<file path="config.mk">
export PLATFORM = sky130hd
export DESIGN_NAME = div32x32_fast_flat
export DESIGN_NICKNAME = d
export VERILOG_FILES = /design/src/rtl/div32x32_fast_if.sv /design/src/rtl/div32x32_fast.sv /design/src/flat_wrapper.sv
export SDC_FILE = /design/constraint.sdc
export NUM_CORES = 1
export LEC_CHECK = 0
export BUFFER_PORTS_ARGS = -buffer_cell sky130_fd_sc_hd__buf_2
export CORE_MARGIN = 2
export CORE_UTILIZATION = 40
export CTS_BUF_LIST = sky130_fd_sc_hd__clkbuf_16
export DETAILED_ROUTE_END_ITERATION = 16
export SETUP_SLACK_MARGIN = 0.02
export SYNTH_ARGS = -nofsm -noshare
export SYNTH_HDL_FRONTEND = slang
export SYNTH_SLANG_ARGS = --single-unit
</file>
<file path="constraint.sdc">
create_clock -name clk -period 3.4 [get_ports clk]
set_clock_uncertainty 0.2 [all_clocks]
set_input_delay 0.68 -clock clk [delete_from_list [all_inputs] [get_ports clk]]
set_output_delay 0.68 -clock clk [all_outputs]
set_load 0.05 [all_outputs]
</file>
<file path="src/rtl/div32x32_fast_if.sv">
// Request/result bundle for the 32/32 unsigned divider.
// start/a/b come from the requester and are sampled only when the divider is idle;
// results hold until the next result load.
interface div32x32_fast_if;
  logic        start;
  logic [31:0] a;
  logic [31:0] b;
  logic        busy;
  logic        done;
  logic [31:0] quotient;
  logic [31:0] remainder;
  logic        div_by_zero;
  logic [1:0]  dbg_state;

  modport master (
    output start, a, b,
    input  busy, done, quotient, remainder, div_by_zero, dbg_state
  );

  modport slave (
    input  start, a, b,
    output busy, done, quotient, remainder, div_by_zero, dbg_state
  );
endinterface

</file>
<file path="src/rtl/div32x32_fast.sv">
// Restoring 32/32 unsigned divider. It skips up to three leading zero bytes
// of the dividend, then performs one restoring step per cycle.
module div32x32_fast (
  input  logic           clk,
  input  logic           reset,
  div32x32_fast_if.slave bus
);
  typedef enum logic [1:0] {
    S_IDLE = 2'd0,
    S_SKIP = 2'd1,
    S_ITER = 2'd2,
    S_DONE = 2'd3
  } state_e;

  state_e      state_q;
  logic [31:0] dvd_q;
  logic [31:0] dsr_q;
  logic [32:0] rem_q;
  logic [5:0]  cnt_q;
  logic [1:0]  skp_q;
  logic        busy_q;
  logic        done_q;
  logic [31:0] quot_q;
  logic [31:0] remd_q;
  logic        dz_q;

  logic [32:0] t_d;
  logic [32:0] diff_d;
  logic [32:0] rem_d;
  logic        ge_d;
  logic [31:0] dvd_d;

  // One restoring step. rem_q[32] is always 0 after a step; if it were set,
  // t would certainly exceed the divisor.
  always_comb begin
    t_d    = {rem_q[31:0], dvd_q[31]};
    diff_d = t_d - {1'b0, dsr_q};
    ge_d   = rem_q[32] | (t_d >= {1'b0, dsr_q});
    rem_d  = ge_d ? diff_d : t_d;
    dvd_d  = {dvd_q[30:0], ge_d};
  end

  always_ff @(posedge clk or negedge reset) begin
    if (!reset) begin
      state_q <= S_IDLE;
      dvd_q   <= '0;
      dsr_q   <= '0;
      rem_q   <= '0;
      cnt_q   <= '0;
      skp_q   <= '0;
      busy_q  <= 1'b0;
      done_q  <= 1'b0;
      quot_q  <= '0;
      remd_q  <= '0;
      dz_q    <= 1'b0;
    end else begin
      case (state_q)
        S_IDLE: begin
          if (bus.start) begin
            dvd_q  <= bus.a;
            dsr_q  <= bus.b;
            rem_q  <= '0;
            cnt_q  <= 6'd32;
            skp_q  <= 2'd0;
            busy_q <= 1'b1;
            if (bus.b == 32'd0) begin
              state_q <= S_DONE;
              done_q  <= 1'b1;
              quot_q  <= 32'hFFFF_FFFF;
              remd_q  <= bus.a;
              dz_q    <= 1'b1;
            end else begin
              state_q <= S_SKIP;
            end
          end
        end
        S_SKIP: begin
          if (dvd_q[31:24] == 8'd0 && skp_q != 2'd3) begin
            dvd_q <= {dvd_q[23:0], 8'h00};
            cnt_q <= cnt_q - 6'd8;
            skp_q <= skp_q + 2'd1;
          end else begin
            state_q <= S_ITER;
          end
        end
        S_ITER: begin
          rem_q <= rem_d;
          dvd_q <= dvd_d;
          cnt_q <= cnt_q - 6'd1;
          if (cnt_q == 6'd1) begin
            state_q <= S_DONE;
            done_q  <= 1'b1;
            quot_q  <= dvd_d;
            remd_q  <= rem_d[31:0];
            dz_q    <= 1'b0;
          end
        end
        S_DONE: begin
          state_q <= S_IDLE;
          busy_q  <= 1'b0;
          done_q  <= 1'b0;
        end
        default: begin
          state_q <= S_IDLE;
          busy_q  <= 1'b0;
          done_q  <= 1'b0;
        end
      endcase
    end
  end

  assign bus.busy        = busy_q;
  assign bus.done        = done_q;
  assign bus.quotient    = quot_q;
  assign bus.remainder   = remd_q;
  assign bus.div_by_zero = dz_q;
  assign bus.dbg_state   = state_q;
endmodule

</file>
<file path="src/flat_wrapper.sv">
// flat-port wrapper written by rule: the top's interface ports become plain ports
module div32x32_fast_flat 
  (clk, reset, bus_start, bus_a, bus_b, bus_busy, bus_done, bus_quotient, bus_remainder, bus_div_by_zero, bus_dbg_state);
  div32x32_fast_if bus_i ();
  input  logic clk;
  input  logic reset;
  input wire logic [$bits(bus_i.start)-1:0] bus_start;
  input wire logic [$bits(bus_i.a)-1:0] bus_a;
  input wire logic [$bits(bus_i.b)-1:0] bus_b;
  output wire logic [$bits(bus_i.busy)-1:0] bus_busy;
  output wire logic [$bits(bus_i.done)-1:0] bus_done;
  output wire logic [$bits(bus_i.quotient)-1:0] bus_quotient;
  output wire logic [$bits(bus_i.remainder)-1:0] bus_remainder;
  output wire logic [$bits(bus_i.div_by_zero)-1:0] bus_div_by_zero;
  output wire logic [$bits(bus_i.dbg_state)-1:0] bus_dbg_state;
  assign bus_i.start = bus_start;
  assign bus_i.a = bus_a;
  assign bus_i.b = bus_b;
  assign bus_busy = bus_i.busy;
  assign bus_done = bus_i.done;
  assign bus_quotient = bus_i.quotient;
  assign bus_remainder = bus_i.remainder;
  assign bus_div_by_zero = bus_i.div_by_zero;
  assign bus_dbg_state = bus_i.dbg_state;
  div32x32_fast u_core (.clk(clk), .reset(reset), .bus(bus_i));
endmodule
</file>
Word level (Yosys, flattened, before mapping) --
Index checks and enable logic that the tools add are counted. W data, S select, Z words.
Word-level totals: bits in registers 174, bits in latches 0, RAM bits 0, bits in read-only memories 0, input bits 67, output and inout port bits 69, word-level logic and storage cells 77, memories kept 0
Cells by class: $add $sub $neg 4, multipliers 0, divide/modulo/power cells 0, magnitude comparators 1, eq/ne operators 10, shift-type cells 0, multiplexer cells 33, bitwise logic cells 1, reductions and logical operators 17
Operator list (number):
- $mux W32 | 8
- $pmux W32 S2 | 2
- $pmux W32 S3 | 1
- $mux W33 | 2
- $pmux W33 S2 | 1
- $ge A33 B32 Y1 | 1
- $sub A33 B32 Y33 | 1
- $logic_not A32 Y1 | 1
- $pmux W6 S3 | 1
- $mux W2 | 6
- $mux W6 | 2
- $reduce_and A3 Y1 | 3
- $logic_not A8 Y1 | 1
- $pmux W2 S4 | 1
- $reduce_and A4 Y1 | 2
- $eq A6 B1 Y1 const B | 1
- $ne A2 B1 Y1 const B | 3
- $ne A2 B2 Y1 const B | 3
- $reduce_and A2 Y1 | 3
- $reduce_bool A2 Y1 | 3
- $reduce_bool A3 Y1 | 2
- $sub A6 B1 Y6 const B | 1
- $sub A6 B4 Y6 const B | 1
- $mux W1 | 5
- 9 further kinds | 11

Depth between registers and ports, before layout --
Gate-level depths: netlist of the first run.
depth in word-level cells 5, gate-level depth with buffers 13, gate-level depth less buffers 12

Least setup slack after synthesis of the first run --
Ideal clock, no wire load.
path type reg-to-reg, from register u_core.rem_q[9], to register u_core.remd_q[17], in the netlist u_core.bus.remainder[17], setup time 0.118 ns, data arrival time 2.724 ns, required time 3.082 ns, setup slack 0.358 ns, cell stages (with the launch flop) 13, path buffers 2, period minus slack after synthesis 3.042 ns, path through dfrtp_1 > ha_1 > buf_2 > a211oi_2 > o21bai_1 > a221oi_2 > a221oi_1 > o211a_1 > a41oi_2 > buf_4 > mux2i_1 > a21oi_1 > a21o_1
Between the ends: longest elaborated chain between the ends 5, elaborated cells between the ends (all ways) 6, classes of those cells 1 x add/sub; 1 x order compare; 3 x mux; 1 x bitwise
RTL lines:
- start, declared | line div32x32_fast.sv:18 | logic [32:0] rem_q;
- start signal, assigned | line div32x32_fast.sv:87 | rem_q <= rem_d;
- $ge A33 B32 Y1 | line div32x32_fast.sv:38 | ge_d = rem_q[32] | (t_d >= {1'b0, dsr_q});
- $or A1 B1 Y1 | line div32x32_fast.sv:38
- $mux W33 * | line div32x32_fast.sv:39 | rem_d = ge_d ? diff_d : t_d;
- $mux W32 * | line div32x32_fast.sv:90 | if (cnt_q == 6'd1) begin
- $pmux W32 S2 * | line div32x32_fast.sv:57 | case (state_q)
- end signal, assigned | line div32x32_fast.sv:70 | remd_q <= bus.a;
- end signal, assigned | line div32x32_fast.sv:94 | remd_q <= rem_d[31:0];
- end, declared | line div32x32_fast.sv:24 | logic [31:0] remd_q;
Every way passes the cells marked *; elsewhere a longest branch is shown, timed or not. The select of a mux whose other input is x is not followed. A chain may end at the register's enable or synchronous reset.

Final worst setup path of the first run --
from register u_core.rem_q[23], to register u_core.remd_q[2], in the netlist u_core.bus.remainder[2]
Between the ends: longest elaborated chain between the ends 5
RTL lines (line):
- $ge A33 B32 Y1 | div32x32_fast.sv:38
- $or A1 B1 Y1 | div32x32_fast.sv:38
- $mux W33 | div32x32_fast.sv:39
- $mux W32 | div32x32_fast.sv:90
- $pmux W32 S2 | div32x32_fast.sv:57
Every way passes these cells. The select of a mux whose other input is x is not followed.

==> results.md, run 1 <==
- Global-route wire length before repair: 46500 um
- Worst-Skew Late Latency: roughly 0.44 ns
- FF+latch area: between 4000 and 5000 um2
- Syn_nets: between 1000 and 1500
- TritonCTS clock tree: yes
- Max-slew violations: 0
- R2r startpoint: u_core.rem_q[23]
- Post-Place Setup Slack: 0.0993 ns
- ANT cells: 0
- Metal3 WL: 1670 um
- Clk sinks: between 150 and 200
- Initial antenna violation count: 0
- Pre-Repair DR Iteration Count: 7
- Number of setup buffers added after CTS: 0
- # resized after CTS: 0
- Core area: 24400 um2
- Total Wirelength: 29100 um
- # setup viols final: 0
- Sequential share of the synthesized area: 0.438
- Gpl congestion: around 0.85
- HP Class: in2async
- Routed Antenna Nets: 0
- Number of global-route vias before repair: between 8000 and 9000
- Yosys cell types: 63
- Clock Root Buffer: clkbuf_16
- Leak: between 5 and 6 nW
- Crit path launch type: flip-flop
- Max-cap viol count: 0
- Setup crit end kind: flip-flop
- Slowest cell delay on critical path: between 0.4 and 0.5 ns
- R2R setup slack: approximately 0.16 ns
- Post-synth ARST share: 1.00
- Most common cell after layout, fill and taps aside: dfrtp_1
- Site Rows: 57
- Maximum VDD drop: between 0.5 and 0.6 mV
- Overall routing resource usage: 0.225
- Top delay family on crit path: compound AO/OA/AOI/OAI gates
- R2r endpoint: u_core.bus.remainder[2]
- Hold_buf cts: 0
- Total chip power: about 14 mW
- Final worst path period share: 0.953
- Synth-to-layout area growth: 17.7%
- Max layer used: met4
- Cells along the critical path: ha_1 > a21oi_1 > nand2_1 > a2111oi_0 > a221oi_1 > o211a_1 > a41oi_4 > buf_12 > nor2_1 > a21oi_1 > o21ai_0
- CP required: around 3.5 ns
- Commonest cells after routing, fill and taps aside: dfrtp_1, nand2_1, buf_2, o21ai_0, nor2_1
- EDFF count, synth: 0
- Critical-path top delay cell: dfrtp_1
- RSZ-0062 raised after global routing: yes
- Die W: around 160 um
- WL met1: 14100 um
- Vias/cell: 5.47
- Worst Path Arrival: around 3.4 ns
- Fill cells: between 2000 and 2500
- Worst slew pin tran: 1.09 ns
- Avg WL per Cell: between 15 and 20 um
- Die area: 26100 um2
- Area occupied by multi-input gates: roughly 5100 um2
- Total Neg Setup Slack: 0 ns
- Number of buffers created by CTS: 17
- DRC violation total after the first TritonRoute iteration: 650
- Effective utilization at floorplan: 0.408
- Ys Warns: 0
- Final Hold Viols: 0
- CP Class: reg2reg
- Layout cell share with drive strength beyond 1: 0.205
- Primary FF master, synth: dfrtp_1
- Buffers on Ports: around 140
- R2R depth: 11
- Cell area after synthesis: between 9000 and 10000 um2
- Total vias in the final route: between 8000 and 9000
- Crit path buf inv count: 1
- Min Tclk post-route: about 3.2 ns
- Total grt overflow: 0
- Min setup slack post-route: ~0.16 ns
- Syn_area_per_cell: between 8 and 9 um2
- #FFs+latches synth: 174
- Met2 WL: between 10000 and 15000 um
- Io pins: around 140
- Layout Nets: around 1400
- CP max FO: 38
- H-tree depth: 4
- Largest net degree at the start of global routing: 80
- Crit-path most repeated cell: a21oi_1
- DPL Wire Length: approximately 22000 um
- Clock Path Buffers: 2
- Relative slew slack: 0.277
- Worst-path clk slew: about 0.070 ns
- PwrDens: between 1000 and 1500 nW/um2
- # DRC: 0
- Syn Inst Count: approximately 1100
- Status: finished clean
- Die Span Y: 162 um
- Fmax: roughly 310 MHz
how the worst max path moves through the flow:
stage / slack, ns / startpoint / cells past startpoint / end
after floorplan: 0.36 / u_core.rem_q[9] / 12 / u_core.bus.remainder[17]
after global placement: 0.1 / u_core.rem_q[14] / 11 / u_core.bus.remainder[3]
after detailed placement: 0.1 / u_core.rem_q[13] / 11 / u_core.bus.remainder[3]
after CTS: 0.07 / u_core.rem_q[13] / 11 / u_core.bus.remainder[17]
after global routing: -0.01 / u_core.rem_q[9] / 11 / u_core.bus.remainder[17]
final: 0.16 / u_core.rem_q[23] / 11 / u_core.bus.remainder[2]
sequential cells by signal (all words and copies together) (netlist names):
signal and flops:
u_core.rem_q 33, u_core.bus.quotient 32, u_core.bus.remainder 32, u_core.dsr_q 32
u_core.dvd_q 32, u_core.cnt_q 6, u_core.bus.dbg_state 2, u_core.skp_q 2
u_core.bus.busy 1, u_core.bus.div_by_zero 1, u_core.bus.done 1
Yosys cell counts, types with 4 or more instances:
library cell  instances  area share
a211o_1               4      0.0035
a211oi_1              6      0.0045
a21o_1               11      0.0083
a21oi_1              94       0.047
a221oi_1             25       0.022
a22oi_1               8      0.0060
a31oi_1              11      0.0069
and3_1               26       0.016
buf_2                 9      0.0045
buf_4                 4      0.0030
clkbuf_1             56       0.021
dfrtp_1             174        0.44
ha_1                 42       0.053
inv_1                49       0.019
mux2_2               33       0.037
mux2i_1              10       0.010
nand2_1             170       0.064
nand2b_1              9      0.0057
nand3_1               8      0.0040
nand4_1               7      0.0044
nor2_1               93       0.035
nor2b_1               6      0.0038
nor3_1               10      0.0050
nor4_1               13      0.0082
o211ai_1              8      0.0060
o21a_1                6      0.0045
o21ai_0             117       0.059
o21ai_1               6      0.0030
o21bai_1              5      0.0038
o22ai_1               7      0.0044
o31ai_1              32       0.024
or3_1                 5      0.0031
xnor2_1              16       0.014
xor2_1               14       0.012
per-stage QoR:
step / hold WS (ns) / area, um2 / utilization / cells
after global routing: 0.127 / 11700 / 0.480 / 1596
after floorplan: 0.184 / 9940 / - / 1133
after CTS: 0.113 / 11700 / 0.478 / 1596
after detailed placement: 0.253 / 11100 / 0.456 / 1564
after global placement: 0.244 / 11100 / 0.456 / 1564
final: 0.0785 / 11700 / 0.480 / 1596
routing by layer:
metal,vias up,track usage
li1,4306,-
met1,4117,0.331
met2,270,0.338
met3,32,0.0447
met4,0,0.0640
met5,-,0
layout make-up:
class | count | share of cell area
clock buffer | 17 | 0.0364
clock inverter | 15 | 0.0106
inverter | 50 | 0.0160
multi-input combinational | 836 | 0.440
sequential | 174 | 0.372
tap | 324 | 0.0346
timing repair buffer | 180 | 0.0904
worst reg2reg max path: stages (launching register included):
cell and delay (ns):
dfrtp_1 0.44, ha_1 0.42, a21oi_1 0.21, nand2_1 0.07
a2111oi_0 0.39, a221oi_1 0.13, o211a_1 0.30, a41oi_4 0.27
buf_12 0.25, nor2_1 0.09, a21oi_1 0.23, o21ai_0 0.13
logic make-up (layout without fill, tap and decap cells):
kind of cell               Yosys count  after routing  synth area share
and+or+nand+nor                    357            357             0.157
DFF                                174            174             0.438
buffers and inverters              123            262            0.0492
xor gates and xnor gates            30             30            0.0264
muxes                               43             43            0.0475
AOI/OAI and AO/OA                  363            363             0.227
adders and majority gates           43             43            0.0549
where the power goes:
group          internal [mW]  leakage [nW]  switching [mW]
sequential              3.00          2.16           0.708
clock                  0.960         0.268           0.912
combinational           2.67          3.15            5.35
No activity file was read; power rests on OpenSTA's default activity.
==> run 2, diff against run 1 <==
CTS_CLUSTER_DIAMETER = 50   (was default)
CTS_CLUSTER_SIZE = 8   (was default)
clock period = 2.7 ns   (was 3.4 ns; I/O delays follow)
==> results.md, run 2 (synthesis results as in run 1) <==
- Max-slew violations: 0 (unchanged)
- Commonest cells after routing, fill and taps aside: buf_4, dfrtp_1, nand2_1, buf_2, nor2_1 (was dfrtp_1, nand2_1, buf_2, o21ai_0, nor2_1)
- Fmax: 325 MHz (was 309 MHz)
- Final worst path period share: 1.14 (was 0.953)
- Worst slew pin tran: 0.757 ns (was 1.09 ns)
- Clock Path Buffers: 2 (unchanged)
- Hold slack: 0.159 ns (was 0.0785 ns)
- Area after DPL: 12400 um2 (was 11100 um2)
- Flop pwr share: 0.232 (was 0.273)
- Initial antenna violation count: 1 (was 0)
- Cells along the critical path: ha_4 > a211oi_2 > o21bai_1 > a221oi_2 > a221oi_2 > o211a_4 > a41oi_4 > buf_12 > buf_6 > mux2i_4 > a21oi_2 > a21o_1 (was ha_1 > a21oi_1 > nand2_1 > a2111oi_0 > a221oi_1 > o211a_1 > a41oi_4 > buf_12 > nor2_1 > a21oi_1 > o21ai_0)
- Crit-path most repeated cell: a221oi_2 (was a21oi_1)
- Avg WL per Cell: 17.9 um (was 18.2 um)
- Reg with most FFs: u_core.rem_q (unchanged)
- Overall routing resource usage: 0.241 (was 0.225)
- Leak: 6.60 nW (was 5.58 nW)
- Maximum VDD drop: 0.643 mV (was 0.549 mV)
- Crit path buf inv count: 2 (was 1)
- Die area: 26100 um2 (unchanged)
- Switching power: 9.83 mW (was 6.97 mW)
- Number of global-route vias before repair: 9075 (was 8235)
- Placed Cells: 1721 (was 1564)
- FF+latch area: 4360 um2 (was 4350 um2)
- Die Span Y: 162 um (unchanged)
- PwrDens: 1440 nW/um2 (was 1160 nW/um2)
- Fin area: 14000 um2 (was 11700 um2)
- Layout Nets: 1546 (was 1369)
- Clk sinks: 174 (unchanged)
- CP required: 2.82 ns (was 3.51 ns)
- Largest net degree at the start of global routing: 71 (was 80)
- Final Non-Filler Cells: 1773 (was 1596)
- Max-cap viol count: 0 (unchanged)
- Number of buffers created by CTS: 17 (unchanged)
- Layout cell share with drive strength beyond 1: 0.376 (was 0.205)
- Routed Antenna Nets: 0 (unchanged)
- Internal power: 10.3 mW (was 6.63 mW)
- Setup crit end kind: flip-flop (unchanged)
- RSZ-0062 raised after global routing: yes (unchanged)
- Critical-path top delay cell: dfrtp_1 (unchanged)
- Top delay family on crit path: compound AO/OA/AOI/OAI gates (unchanged)
- Gpl congestion: 0.932 (was 0.846)
- Slowest cell delay on critical path: 0.49 ns (was 0.44 ns)
- Total grt overflow: 0 (unchanged)
- Pre-Repair DR Iteration Count: 5 (was 7)
- DRC violation total after the first TritonRoute iteration: 707 (was 650)
- Core area: 24400 um2 (unchanged)
- Area occupied by multi-input gates: 5950 um2 (was 5150 um2)
- HP Class: in2reg (was in2async)
- # setup viols final: 66 (was 0)
- Most common cell after layout, fill and taps aside: buf_4 (was dfrtp_1)
- Number of flip-flops in the largest register: 33 (unchanged)
- Clock Power Share: 0.124 (was 0.138)
- Worst-path clk slew: 0.07 ns (about the same)
- Final Hold Viols: 0 (unchanged)
- DPL Wire Length: 23200 um (was 21700 um)
- Effective utilization at floorplan: 0.408 (unchanged)
- Min Tclk post-route: 3.07 ns (was 3.24 ns)
- Global-route wire length before repair: 50100 um (was 46500 um)
- Synth-to-layout area growth: 41.1% (was 17.7%)
- Total vias in the final route: 9601 (was 8725)
- Io pins: 136 (unchanged)
- H-tree depth: 4 (unchanged)
- CP Class: reg2reg (unchanged)
- Status: finished with violations (was finished clean)
- Logic gate share of total power: 0.644 (was 0.590)
- Clock Root Buffer: clkbuf_16 (unchanged)
- Worst Path Arrival: 3.19 ns (was 3.35 ns)
- Worst-Skew Late Latency: 0.43 ns (was 0.44 ns)
- TritonCTS clock tree: yes (unchanged)
- Total Wirelength: 31800 um (was 29100 um)
- Vias/cell: 5.42 (was 5.47)
- Fill cells: 2184 (was 2409)
- Buffers on Ports: 135 (unchanged)
- Min setup slack post-route: -0.374 ns (was 0.161 ns)
- Crit path launch type: flip-flop (unchanged)
- Failing checks: negative setup slack
- Die W: 162 um (unchanged)
- Site Rows: 57 (unchanged)
- # DRC: 0 (unchanged)
- Switching part of the total: 0.488 (was 0.513)
- CP max FO: 7 (was 38)
- Relative slew slack: 0.494 (was 0.277)
[run 2: cell types whose count changed in the layout (fill, tap and decap cells not counted), moves of 18 or more]
cell	previous run	this run
a21oi_2	3	23
o21ai_0	116	69
ha_1	42	24
a21oi_1	91	63
buf_4	42	204
o21ai_1	7	51
[run 2: worst register-to-register path, cell delays in order, from the launching register on]
cell and delay [ns]:
dfrtp_1 0.49, ha_4 0.22, a211oi_2 0.23, o21bai_1 0.12
a221oi_2 0.38, a221oi_2 0.13, o211a_4 0.27, a41oi_4 0.18
buf_12 0.18, buf_6 0.11, mux2i_4 0.24, a21oi_2 0.08
a21o_1 0.15
[run 2: repair_timing]
| action | CTS | global route |
|---|---|---|
| pin swaps | 24 | 20 |
| gates cloned | 2 | 3 |
| hold buffers | 1 | 0 |
| setup buffers | 10 | 4 |
| endpoints found under the setup margin | 67 | 97 |
| resized for setup | 102 | 81 |
| hold endpoints to repair | 26 | 0 |
[run 2: metrics by stage]
step                utilization  worst slack, ns  total power [mW]  TNS [ns]
floorplan                     -           -0.146              12.0     -1.70
global placement          0.507           -0.592              15.8    -34.98
detailed placement        0.507           -0.542              16.0    -38.77
CTS                       0.554           -0.347              19.4    -18.12
global route              0.575           -0.450              21.5    -24.36
finish                    0.575           -0.374              20.1    -18.06
[run 2: final timing paths]
kind	startpoint	end	slack, ns	cells past startpoint
max in group asynchronous	reset	u_core.rem_q[12]	1.28	3
max reg2reg	u_core.rem_q[8]	u_core.bus.remainder[24]	-0.37	12
min	bus_b[29]	u_core.dsr_q[29]	0.16	2
max	u_core.rem_q[8]	u_core.bus.remainder[24]	-0.37	12
min in group asynchronous	reset	u_core.dvd_q[5]	0.35	2
min reg2reg	u_core.bus.quotient[31]	u_core.bus.quotient[31]	0.26	2
[run 2: power by group through the flow]
stage / logic, mW / clock network [mW] / registers (mW)
finish: 13.0 / 2.50 / 4.68
floorplan: 5.86 / 0 / 6.19
global route: 14.1 / 2.65 / 4.82
global placement: 11.2 / 0 / 4.66
CTS: 12.2 / 2.53 / 4.67
detailed placement: 11.3 / 0 / 4.71
[run 2: area by class of cell]
cell class              instances  share of cell area
multi-input cells             837               0.425
flip-flops and latches        174               0.311
repair buffers                356               0.180
clock buffers                  17              0.0303
well taps                     324              0.0289
inverters                      50              0.0134
clock inverters                14              0.0113
diodes                          1            0.000178
[run 2: metal layers]
layer	track usage	vias to the layer above	wire, um
met5	0	-	0
met4	0.0861	0	958
met3	0.0378	55	1650
met2	0.367	276	14600
met1	0.348	4602	14600
li1	-	4668	-
==> run 3, diff against run 2 <==
MAX_ROUTING_LAYER = met4   (was default)
==> results.md, run 3 (synthesis results as in run 1) <==
- Crit path launch type: flip-flop (unchanged)
- CP required: 2.85 ns (was 2.82 ns)
- Final Hold Viols: 0 (unchanged)
- Switching power: 10.1 mW (was 9.83 mW)
- Effective utilization at floorplan: 0.408 (unchanged)
- Vias/cell: 5.49 (was 5.42)
- Total vias in the final route: 9781 (was 9601)
- Critical-path top delay cell: dfrtp_1 (unchanged)
- DRC violation total after the first TritonRoute iteration: 794 (was 707)
- Top delay family on crit path: simple AND/OR/NAND/NOR gates (was compound AO/OA/AOI/OAI gates)
- Total Wirelength: 32200 um (was 31800 um)
- Hold slack: 0.154 ns (was 0.159 ns)
- CP max FO: 6 (was 7)
- Internal power: 10.5 mW (was 10.3 mW)
- Io pins: 136 (unchanged)
- Worst Path Arrival: 3.24 ns (was 3.19 ns)
- CP Class: reg2reg (unchanged)
- Max-slew violations: 0 (unchanged)
- ANT cells: 0 (was 1)
- Layout Nets: 1556 (was 1546)
- Min setup slack post-route: -0.398 ns (was -0.374 ns)
- Commonest cells after routing, fill and taps aside: buf_4, dfrtp_1, nand2_1, buf_2, nor2_1 (unchanged)
- Total Neg Setup Slack: -19.94 ns (was -18.06 ns)
- PwrDens: 1450 nW/um2 (was 1440 nW/um2)
- TritonCTS clock tree: yes (unchanged)
- Cells along the critical path: ha_4 > buf_6 > nand4_1 > nor4_4 > nand3_2 > a21oi_4 > o211a_4 > a41oi_4 > buf_12 > buf_12 > buf_16 > nand2b_4 > a31oi_1 (was ha_4 > a211oi_2 > o21bai_1 > a221oi_2 > a221oi_2 > o211a_4 > a41oi_4 > buf_12 > buf_6 > mux2i_4 > a21oi_2 > a21o_1)
- Crit path buf inv count: 4 (was 2)
- Pre-Repair DR Iteration Count: 5 (unchanged)
- Flop pwr share: 0.226 (was 0.232)
- Finished Core Util: 0.586 (was 0.575)
- Clock Root Buffer: clkbuf_16 (unchanged)
- Die area: 26100 um2 (unchanged)
- Status: finished with violations (unchanged)
- Routed Antenna Nets: 0 (unchanged)
- Number of buffers created by CTS: 17 (unchanged)
- Die Span Y: 162 um (unchanged)
- # DRC: 0 (unchanged)
- Leak: 6.73 nW (was 6.60 nW)
- Worst slew pin tran: 0.757 ns (about the same)
- Fill cells: 2108 (was 2184)
- Slowest cell delay on critical path: 0.43 ns (was 0.49 ns)
- Total grt overflow: 0 (unchanged)
- Worst-path clk slew: 0.07 ns (about the same)
- Synth-to-layout area growth: 43.9% (was 41.1%)
- Overall routing resource usage: 0.253 (was 0.241)
- Number of global-route vias before repair: 9404 (was 9075)
- DPL Wire Length: 22900 um (was 23200 um)
- Number of flip-flops in the largest register: 33 (unchanged)
- Site Rows: 57 (unchanged)
- Clk sinks: 174 (unchanged)
- Avg WL per Cell: 18.1 um (was 17.9 um)
- Final worst path period share: 1.15 (was 1.14)
- Clock Path Buffers: 2 (unchanged)
- Logic gate share of total power: 0.649 (was 0.644)
- Worst-Skew Late Latency: 0.44 ns (was 0.43 ns)
- Max-cap viol count: 0 (unchanged)
- Reg with most FFs: u_core.rem_q (unchanged)
- Initial antenna violation count: 1 (unchanged)
- Die W: 162 um (unchanged)
- RSZ-0062 raised after global routing: yes (unchanged)
- Buffers on Ports: 135 (unchanged)
- Largest net degree at the start of global routing: 64 (was 71)
- Post-Place Setup Slack: -0.535 ns (was -0.542 ns)
- Most common cell after layout, fill and taps aside: buf_4 (unchanged)
- Min Tclk post-route: 3.10 ns (was 3.07 ns)
- Core area: 24400 um2 (unchanged)
- # setup viols final: 67 (was 66)
- Setup crit end kind: flip-flop (unchanged)
- Switching part of the total: 0.490 (was 0.488)
- Global-route wire length before repair: 50600 um (was 50100 um)
- Layout cell share with drive strength beyond 1: 0.396 (was 0.376)
- Clock Power Share: 0.125 (was 0.124)
- H-tree depth: 4 (unchanged)
- HP Class: in2reg (unchanged)
- Failing checks: negative setup slack (unchanged)
- Crit-path most repeated cell: buf_12 (was a221oi_2)
- Relative slew slack: 0.493 (was 0.494)
- Gpl congestion: 0.937 (was 0.932)
- Fmax: 323 MHz (was 325 MHz)
- Maximum VDD drop: 0.705 mV (was 0.643 mV)
[run 3: changes by cell type in the layout (fill, tap and decap cells not counted), moves of 4 or more]
cell | previous run | this run
nor2_2 | 8 | 13
nor2_1 | 80 | 73
clkinv_8 | 0 | 5
o31ai_1 | 30 | 26
buf_6 | 6 | 10
a21oi_2 | 23 | 13
buf_4 | 204 | 208
o21ai_2 | 3 | 12
a21oi_4 | 8 | 18
o21ai_1 | 51 | 44
[run 3: timing repair]
item | 4_1_cts | 5_1_grt
cloned | 4 | 1
setup endpoints to repair | 68 | 88
buffers inserted | 19 | 7
pin swaps | 31 | 41
resized for setup | 124 | 108
hold buffers | 1 | 0
endpoints found under the hold margin | 52 | 0
[run 3: final cells by class]
| class | instances | area, um2 | area share |
|---|---|---|---|
| inverter | 50 | 188 | 0.0131 |
| timing repair buffer | 367 | 2660 | 0.186 |
| multi-input combinational | 836 | 6070 | 0.424 |
| sequential | 174 | 4360 | 0.305 |
| clock inverter | 15 | 198 | 0.0138 |
| clock buffer | 17 | 425 | 0.0297 |
| tap | 324 | 405 | 0.0283 |
[run 3: worst paths after layout]
check / from / end / cells past startpoint / slack (ns)
max reg2reg: u_core.rem_q[9] / u_core.bus.remainder[20] / 13 / -0.40
min in group asynchronous: reset / u_core.bus.quotient[7] / 2 / 0.42
max: u_core.rem_q[9] / u_core.bus.remainder[20] / 13 / -0.40
min: bus_b[29] / u_core.dsr_q[29] / 2 / 0.15
max in group asynchronous: reset / u_core.bus.dbg_state[0] / 3 / 1.12
min reg2reg: u_core.bus.quotient[29] / u_core.bus.quotient[29] / 2 / 0.26
[run 3: worst reg2reg max path, delay by kind of cell, from the launching register on]
kind	cells	cell delay, ns
AOI/OAI and AO/OA	4	0.74
adders and majority gates	1	0.29
buffers and inverters	4	0.56
DFF	1	0.43
and+or+nand+nor	4	0.79
[run 3: through the flow]
stage          cell area (um2)  total power [mW]  cells
2_1_floorplan             9990              12.0   1133
3_5_place_dp             12400              16.0   1723
6_report                 14300              20.7   1783
4_1_cts                  13800              19.8   1778
3_3_place_gp             12400              15.8   1723
5_1_grt                  14300              22.0   1783
[run 3: power by group through the flow]
stage | Clock [mW] | Sequential (mW) | Combinational, mW
5_1_grt | 2.74 | 4.80 | 14.5
3_5_place_dp | 0 | 4.69 | 11.3
2_1_floorplan | 0 | 6.19 | 5.86
3_3_place_gp | 0 | 4.66 | 11.2
6_report | 2.58 | 4.69 | 13.4
4_1_cts | 2.62 | 4.66 | 12.5
[run 3: metal layers]
metal | global-route usage | vias up | part of all wire
met3 | 0.0372 | 59 | 0.054
met1 | 0.338 | 4706 | 0.45
met5 | - | - | 0
met4 | 0.0788 | 0 | 0.028
met2 | 0.398 | 342 | 0.47
li1 | - | 4674 | -
